`src/rtl/store_drain_unit.sv`:
```
// Store buffer between the store reservation station and the data cache: accepts committed
// stores into an in-order FIFO and drains them one write per cycle. Define STB_FWD_EN for load forwarding.
module store_drain_unit #(
    parameter int SB_DEPTH = 4,
    parameter int ADDR_W   = 32,
    parameter int DATA_W   = 32
) (
    input  logic                      clk,
    input  logic                      rst,
    input  logic                      flush,
    input  logic                      st_valid,
    input  logic [ADDR_W-1:0]         st_pkt_addr,
    input  logic [DATA_W-1:0]         st_pkt_data,
    input  logic [2:0]                st_pkt_funct3,
    output logic                      st_ready,
    output logic                      dc_req_valid,
    output logic [ADDR_W-1:0]         dc_req_addr,
    output logic [DATA_W-1:0]         dc_req_wdata,
    output logic [DATA_W/8-1:0]       dc_req_be,
    input  logic                      cache_stall,
    output logic                      misalign_err,
    output logic [$clog2(SB_DEPTH):0] sb_count,
    output logic                      sb_empty
`ifdef STB_FWD_EN
    ,
    input  logic [ADDR_W-1:0]         ld_addr,
    output logic                      fwd_hit,
    output logic [DATA_W-1:0]         fwd_data,
    output logic [DATA_W/8-1:0]       fwd_be
`endif
);
    localparam int PTR_W = $clog2(SB_DEPTH);
    localparam int CNT_W = PTR_W + 1;
    localparam int BE_W  = DATA_W / 8;

    localparam logic [0:0] S_IDLE = 1'b0;
    localparam logic [0:0] S_REQ  = 1'b1;

    logic [ADDR_W-1:0] addr_mem_q [SB_DEPTH];
    logic [DATA_W-1:0] data_mem_q [SB_DEPTH];
    logic [BE_W-1:0]   be_mem_q   [SB_DEPTH];

    logic [PTR_W-1:0]  head_q, head_d, tail_q, tail_d;
    logic [CNT_W-1:0]  count_q, count_d;
    logic [0:0]        state_q, state_d;
    logic              misalign_q, misalign_d;

    logic [1:0]        off;
    logic [ADDR_W-1:0] enc_addr;
    logic [DATA_W-1:0] enc_wdata;
    logic [BE_W-1:0]   enc_be;
    logic              enc_misalign;
    logic              full, push, pop;

    // Lane placement happens at enqueue so the drain path is a plain register read.
    always_comb begin
        off      = st_pkt_addr[1:0];
        enc_addr = {st_pkt_addr[ADDR_W-1:2], 2'b00};
        case (st_pkt_funct3)
            3'b000: begin
                enc_be       = BE_W'(1) << off;
                enc_wdata    = {BE_W{st_pkt_data[7:0]}};
                enc_misalign = 1'b0;
            end
            3'b001: begin
                enc_be       = BE_W'(3) << {off[1], 1'b0};
                enc_wdata    = {(DATA_W/16){st_pkt_data[15:0]}};
                enc_misalign = off[0];
            end
            default: begin
                enc_be       = '1;
                enc_wdata    = st_pkt_data;
                enc_misalign = (off != 2'b00);
            end
        endcase
    end

    // Fullness comes from the registered count only, so a same-cycle pop never frees a slot.
    always_comb begin
        full     = (count_q == CNT_W'(SB_DEPTH));
        st_ready = !full && !flush && !rst;
        push     = st_valid && st_ready;
        pop      = (state_q == S_REQ) && !cache_stall;

        count_d = count_q;
        if (push && !pop)
            count_d = count_q + CNT_W'(1);
        else if (pop && !push)
            count_d = count_q - CNT_W'(1);

        head_d     = pop  ? head_q + PTR_W'(1) : head_q;
        tail_d     = push ? tail_q + PTR_W'(1) : tail_q;
        misalign_d = push && enc_misalign;

        state_d = state_q;
        case (state_q)
            S_IDLE:  if (count_d != '0) state_d = S_REQ;
            S_REQ:   if (pop && count_d == '0) state_d = S_IDLE;
            default: state_d = S_IDLE;
        endcase
    end

    always_ff @(posedge clk) begin
        if (rst) begin
            head_q     <= '0;
            tail_q     <= '0;
            count_q    <= '0;
            state_q    <= S_IDLE;
            misalign_q <= 1'b0;
        end else begin
            head_q     <= head_d;
            tail_q     <= tail_d;
            count_q    <= count_d;
            state_q    <= state_d;
            misalign_q <= misalign_d;
        end
    end

    always_ff @(posedge clk) begin
        if (push) begin
            addr_mem_q[tail_q] <= enc_addr;
            data_mem_q[tail_q] <= enc_wdata;
            be_mem_q[tail_q]   <= enc_be;
        end
    end

    assign dc_req_valid = (state_q == S_REQ);
    assign dc_req_addr  = addr_mem_q[head_q];
    assign dc_req_wdata = data_mem_q[head_q];
    assign dc_req_be    = be_mem_q[head_q];
    assign misalign_err = misalign_q;
    assign sb_count     = count_q;
    assign sb_empty     = (count_q == '0);

`ifdef STB_FWD_EN
    logic unused_ld_lo;
    assign unused_ld_lo = ^ld_addr[1:0];

    // Walk from oldest to youngest so the youngest matching entry overrides earlier hits.
    always_comb begin
        fwd_hit  = 1'b0;
        fwd_data = '0;
        fwd_be   = '0;
        for (int i = SB_DEPTH - 1; i >= 0; i--) begin
            logic [PTR_W-1:0] idx;
            idx = tail_q - PTR_W'(i) - PTR_W'(1);
            if (CNT_W'(i) < count_q && addr_mem_q[idx][ADDR_W-1:2] == ld_addr[ADDR_W-1:2]) begin
                fwd_hit  = 1'b1;
                fwd_data = data_mem_q[idx];
                fwd_be   = be_mem_q[idx];
            end
        end
    end
`endif
endmodule
```
`config.mk`:
```
export PLATFORM = sky130hd
export DESIGN_NAME = store_drain_unit
export DESIGN_NICKNAME = d
export VERILOG_FILES = /design/src/rtl/store_drain_unit.sv
export SDC_FILE = /design/constraint.sdc
export NUM_CORES = 1
export LEC_CHECK = 0
export BUFFER_PORTS_ARGS = -buffer_cell sky130_fd_sc_hd__buf_2
export CAP_MARGIN = 5
export CORE_MARGIN = 2
export CORE_UTILIZATION = 30
export CTS_BUF_LIST = sky130_fd_sc_hd__clkbuf_2
export DETAILED_ROUTE_END_ITERATION = 8
export MAX_ROUTING_LAYER = met4
export SYNTH_ARGS = -nofsm -noshare
export SYNTH_HDL_FRONTEND = slang
export SYNTH_SLANG_ARGS = --single-unit
```
`constraint.sdc`:
```
create_clock -name clk -period 3.15 [get_ports clk]
set_clock_uncertainty 0.05 [all_clocks]
set_input_delay 0.315 -clock clk [delete_from_list [all_inputs] [get_ports clk]]
set_output_delay 0.315 -clock clk [all_outputs]
set_load 0.03 [all_outputs]
```
==> Word level (Yosys, flattened, before mapping) <==
Memory sizes are Yosys's and may differ from the RTL's. A register that Yosys moved wholly into a read port is not among the register bits.
Cells that the tools add are included.
{ "word_totals": {"register_bits": 9, "mem_bits_rw": 264, "inputBits": 72, "wordCells": 52, "memories": 3} }
{ "memory_table": {"columns": ["memory", "words", "word_bits", "rd", "rd_ports_with_merged_regs", "wr", "line", "rtl"], "rows": [
  ["data_mem_q", 4, 32, 1, 1, 1, "40", "logic [DATA_W-1:0] data_mem_q [SB_DEPTH];"],
  ["addr_mem_q", 4, 30, 1, 1, 1, "39", "logic [ADDR_W-1:0] addr_mem_q [SB_DEPTH];"],
  ["be_mem_q", 4, 4, 1, 1, 1, "41", "logic [BE_W-1:0] be_mem_q [SB_DEPTH];"]
]} }
{ "op_classes": {"add_sub_neg": 4, "n_eq_ne": 2, "shift": 2, "mux": 16, "n_bitwise": 1, "reduce_logical": 19} }
{ "ops": {"columns": ["operator", "n"], "rows": [
  ["case mux 32 bit (2 select lines)", 1],
  ["2-to-1 mux 2 bit", 6],
  ["logical NOT 3 bit", 3],
  ["logical AND 1 bit", 8],
  ["case mux 4 bit (2 select lines)", 1],
  ["logical NOT 1 bit", 6],
  ["2-to-1 mux 3 bit", 2],
  ["adder 2 x 1 -> 2 bit, second input constant", 2],
  ["2-to-1 mux 1 bit", 4],
  ["case mux 1 bit (2 select lines)", 2],
  ["left shift 1 x 2 -> 4 bit, first input constant", 1],
  ["left shift 2 x 2 -> 4 bit, first input constant", 1],
  ["adder 3 x 1 -> 3 bit, second input constant", 1],
  ["== test 3 x 1 -> 1 bit, second input constant", 1],
  ["== test 3 bit, second input constant", 1],
  ["nonzero test 3 bit", 1],
  ["subtractor 3 x 1 -> 3 bit, second input constant", 1],
  ["nonzero test 2 bit", 1],
  ["NOT 1 bit", 1]
]} }

==> Depth between registers and ports, before layout <==
{ "depth": {"word_depth": 13, "mapped_depth": 8, "mapped_depth_nobuf": 7} }

==> Worst setup path after synthesis <==
Ideal clock, no wire load.
{ "synth_timing": {"kind": "register to register", "start": "register count_q[0], in the netlist sb_count[0]", "end": "memory addr_mem_q[0][0] (netlist name), enable pin", "setup_time_ns": 0.394, "t_arrival_ns": 2.497, "path_slack_ns": 0.209, "stages_incl_launch_ff": 5, "n_path_buf": 0, "cell_sequence": "dfxtp_1 -> inv_1 -> ha_1 -> a211oi_4 -> and3_2"} }
{ "synth_via": {"elab_chain_len": 7} }
{ "synth_rtl": {"columns": ["element", "line", "rtl"], "rows": [
  ["start: declaration", "44", "logic [CNT_W-1:0] count_q, count_d;"],
  ["start signal: assignment", "113", "count_q <= count_d;"],
  ["== test 3 bit", "80", "full = (count_q == CNT_W'(SB_DEPTH));"],
  ["logical NOT 1 bit", "81", "st_ready = !full && !flush && !rst;"],
  ["logical AND 1 bit (2 in series)", "81", null],
  ["via st_ready", "15", "output logic st_ready,"],
  ["logical AND 1 bit", "82", "push = st_valid && st_ready;"],
  ["2-to-1 mux 1 bit", "120", "if (push) begin"],
  ["2-to-1 mux 1 bit (implied by the code)", "121", "addr_mem_q[tail_q] <= enc_addr;"],
  ["end: declaration", "39", null]
]} }
The timed path passes the listed nets, and every way through them passes these cells.

==> results.md <==
Global routing:
- The first global-routing pass estimated 34.4 mm of wire.
- The number of antenna violations at the first check in global routing is 3.
- The total overflow left after global routing is 0.
- The global-route total usage across every layer is 0.132.
- The via count of the first global-routing pass is 6035.
- The largest net degree at the start of global routing is 67.

Critical path:
- In this design, the stage delay of the slowest critical-path cell is 640 ps.
- The slowest stage of the critical path is the sky130_fd_sc_hd__dfxtp_4 cell.
- The slack of the worst reg-to-reg path is 690 ps.
- The signal on the critical path passes through buf_12 -> mux4_2 -> buf_2.
- The data required time at the worst endpoint is 2780 ps.
- The critical path in this run is classified as flop to output pin.
- The endpoint of the lowest-slack register-to-register path is tail_q[0].
- For the worst flop-to-flop path, the logic depth is 7.
- In this run the worst path has a maximum fanout of 39.
- The kind of launch point of the worst setup path is a flop.
- The arrival time of the worst setup path is 2450 ps.
- The startpoint identified for the worst register-to-register timing path is sb_count[0].
- The capturing element type of the critical path is an output pin.

Synth:
- The count of warnings emitted by yosys is 0.
- The number of library cell types mapped by synthesis is 32.
- Of all cell types, the one taking the most synthesized area is sky130_fd_sc_hd__edfxtp_1.
- The total standard cell area after synthesis is 10500 µm².
- A synthesized cell averages 22.7 µm².
- The share of the synthesized area in the top cell type is 0.754.
- Counting flops with an async set or reset pin after synthesis yields a share of 0.
- In the post-synthesis netlist, the biggest area contributors are sky130_fd_sc_hd__edfxtp_1 (75%), sky130_fd_sc_hd__mux4_2 (14%), sky130_fd_sc_hd__dfxtp_1 (2.1%).
- The post-synthesis instance total is 464.
- In the synthesized netlist the dominant register cell turns out to be sky130_fd_sc_hd__edfxtp_1.
- The share of the Yosys chip area taken by registers is 0.775.
- Yosys mapped a number of flops with a built-in enable equal to 264.
- The post-synthesis sequential element count is 275.

STA:
- Setup repair after global routing left no endpoint under its margin.
- The portion of the clock cycle consumed by the worst path in the final layout is 0.893.
- The minimum clock period after layout is 2810 ps.
- Setup violations remaining at the end of the flow were counted as 0.
- The upper clock frequency limit is 356 MHz.
- The setup TNS after final layout is 0 ps.
- At the pin with the least slew margin, the transition time is 674 ps.
- The number of pins with negative max-slew slack in the final report is 0.
- The number of hold violations in the final report is 0.
- The tightest slew margin relative to the limit is 0.551.

Clock tree:
- Clock-pin slew was measured on the worst setup and hold paths at 100 ps.
- The number of sinks on the clock net is 275.
- The clock root buffer master is sky130_fd_sc_hd__clkbuf_2.
- CTS built an H-tree with a depth of 3.
- The clock passes through at most 3 buffers.
- Clock latency on the worst-skew pair, taken at its later pin, is 870 ps.
- TritonCTS built the clock tree.
- The number of gates given a new drive strength after cts is 0.
- The clock buffer count from CTS is 74.

Placement:
- The final weighted congestion of routability-driven global placement is 0.726.
- Detailed placement ended at an HPWL of 13.8 mm.
- The count of buffers from port buffering is 144.

Power:
- The total power consumption of the routed design is 8.06 mW.
- In this run the power density over the cells is 606 nW/µm².
- The static leakage is 4.59 nW.
- IR analysis of the VDD net gives a maximum drop of 246 µV.

Routing:
- The via count of the routed design is 5668.
- The routed design has 22.9 mm of wire.
- The detailed-routing iteration count for the pre-antenna-repair pass is 6.
- The post-detailed-route count of antenna-violating nets is 0.
- The average wire per cell in the routed design is 18.3 µm.
- The number of DRC violations after detailed routing is 0.
- The DRC violation total after the first TritonRoute iteration is 244.
- After detailed routing, the number of vias per cell comes to 4.51.

Worst hold path:
- The worst hold path begins at st_pkt_funct3[2].
- The worst hold path passes through 4 cells.
- The end point of the worst hold path is data_mem_q[0][10].
- The classification of the worst-slack hold path is input pin to flop.

Floorplanning:
- The top-level port count is 147.
- The initial core utilization is 0.304.
- The floorplan has 68 rows.
- The core box area is 34500 µm².
- The die covers 36600 µm².
- The vertical extent of the die is 191 µm.
- Measured along the x axis, the die boundary spans 191 µm.

Cells and area:
- In the final layout, the share of cells above drive strength 1 is 0.458.
- The area added between synthesis and finish is 26.5%.
- In the final design database the tool counted 838 nets.
- Once layout is complete, the utilization of the core stands at 0.385.

Run:
- The count of max-cap constraint violations is 0.

Run status:
- The flow ran to the end, and the final reports show no timing, DRC or antenna violations.
-- registers in the layout, indices dropped and copies added (netlist names), named ones only --
signal	count
head_q	2
data_mem_q	128
dc_req_valid	1
be_mem_q	16
addr_mem_q	120
misalign_err	1
sb_count	3
tail_q	2
-- cell usage after synthesis, types with 2 or more instances --
cell                       instances
sky130_fd_sc_hd__a21oi_1           9
sky130_fd_sc_hd__and3_2            4
sky130_fd_sc_hd__buf_1             2
sky130_fd_sc_hd__buf_2             7
sky130_fd_sc_hd__buf_4             2
sky130_fd_sc_hd__buf_6             2
sky130_fd_sc_hd__clkbuf_1         10
sky130_fd_sc_hd__dfxtp_1          11
sky130_fd_sc_hd__edfxtp_1        264
sky130_fd_sc_hd__ha_1              7
sky130_fd_sc_hd__inv_1             6
sky130_fd_sc_hd__mux2_2           16
sky130_fd_sc_hd__mux2i_1          10
sky130_fd_sc_hd__mux4_2           66
sky130_fd_sc_hd__nand2_1           6
sky130_fd_sc_hd__nor2_1           19
sky130_fd_sc_hd__nor2b_1           2
sky130_fd_sc_hd__o21ai_0           5
sky130_fd_sc_hd__xnor2_1           3
-- layout by cell type, fill, tap and decap left out, types with 10 or more instances in the layout --
master,count
sky130_fd_sc_hd__dlygate4sd3_1,72
sky130_fd_sc_hd__nor2_1,18
sky130_fd_sc_hd__mux2i_1,10
sky130_fd_sc_hd__buf_4,16
sky130_fd_sc_hd__mux2_2,16
sky130_fd_sc_hd__clkbuf_2,95
sky130_fd_sc_hd__buf_2,144
sky130_fd_sc_hd__clkinv_1,13
sky130_fd_sc_hd__mux4_2,66
sky130_fd_sc_hd__edfxtp_1,264
-- per-stage QoR --
| step | setup WS [ps] | cells | instance area [µm²] | hold slack [ps] |
|---|---|---|---|---|
| after floorplan | 209 | 465 | 10500 | 364 |
| after global placement | 805 | 1054 | 11900 | 445 |
| after detailed placement | 762 | 1054 | 11900 | 469 |
| after CTS | 15.2 | 1240 | 13200 | 8.20 |
| after global routing | 135 | 1256 | 13300 | 30.3 |
| final | 338 | 1256 | 13300 | 131 |
-- repair_timing --
| action | 4_1_cts | 5_1_grt |
|---|---|---|
| buffers inserted | 0 | 12 |
| hold endpoints to repair | 287 | 0 |
| endpoints found under the setup margin | 0 | 13 |
| hold buffers | 72 | 0 |
-- report_power, final --
| group | internal (mW) | switching [mW] |
|---|---|---|
| Combinational | 0.747 | 0.992 |
| Clock | 0.811 | 1.35 |
| Sequential | 4.10 | 0.0614 |
| Total | 5.66 | 2.40 |
-- worst max path at each step --
stage	cells after the start	from	to
3_5_place_dp	5	sb_count[0]	data_mem_q[0][1]
6_report	3	flop	dc_req_wdata[25]
2_1_floorplan	4	sb_count[0]	addr_mem_q[0][0]
5_1_grt	3	flop	dc_req_wdata[25]
3_3_place_gp	5	sb_count[0]	data_mem_q[0][1]
4_1_cts	3	flop	dc_req_wdata[19]
-- cell type report --
| class | instances | area, µm² |
|---|---|---|
| fillers | 3249 | 21200 |
| flip-flops and latches | 275 | 8160 |
| multi-input cells | 161 | 2250 |
| repair buffers | 241 | 1740 |
| well taps | 455 | 569 |
| clock buffers | 95 | 475 |
| clock inverters | 19 | 81.3 |
| inverters | 6 | 22.5 |
| diodes | 4 | 10.0 |
-- cells by family (layout without fill, tap and decap cells) --
group                    after synthesis  after routing  synth area share
adder cells (fa/ha/maj)                9              9            0.0104
AO/OA/AOI/OAI                         17             17            0.0100
flip-flops                           275            275             0.775
multiplexers                          92             92             0.168
buffers and inverters                 29            361            0.0133
AND/OR/NAND/NOR                       36             36            0.0171
XOR/XNOR                               5              5           0.00595
other                                  1              6          0.000357
-- per-layer routing --
metal | GRT usage | share of wire | vias to the layer above
met5 | - | 0 | -
met4 | 0.0574 | 0.029 | 0
met3 | 0.0426 | 0.058 | 47
met2 | 0.215 | 0.50 | 198
met1 | 0.149 | 0.41 | 2877
li1 | - | - | 2546
-- worst max-delay path, delay by kind of cell (launching register included) --
kind / cells / cell delay [ps]
multiplexers: 1 / 370
flip-flops: 1 / 640
buffers and inverters: 2 / 540
No activity file was read; power rests on OpenSTA's default activity.
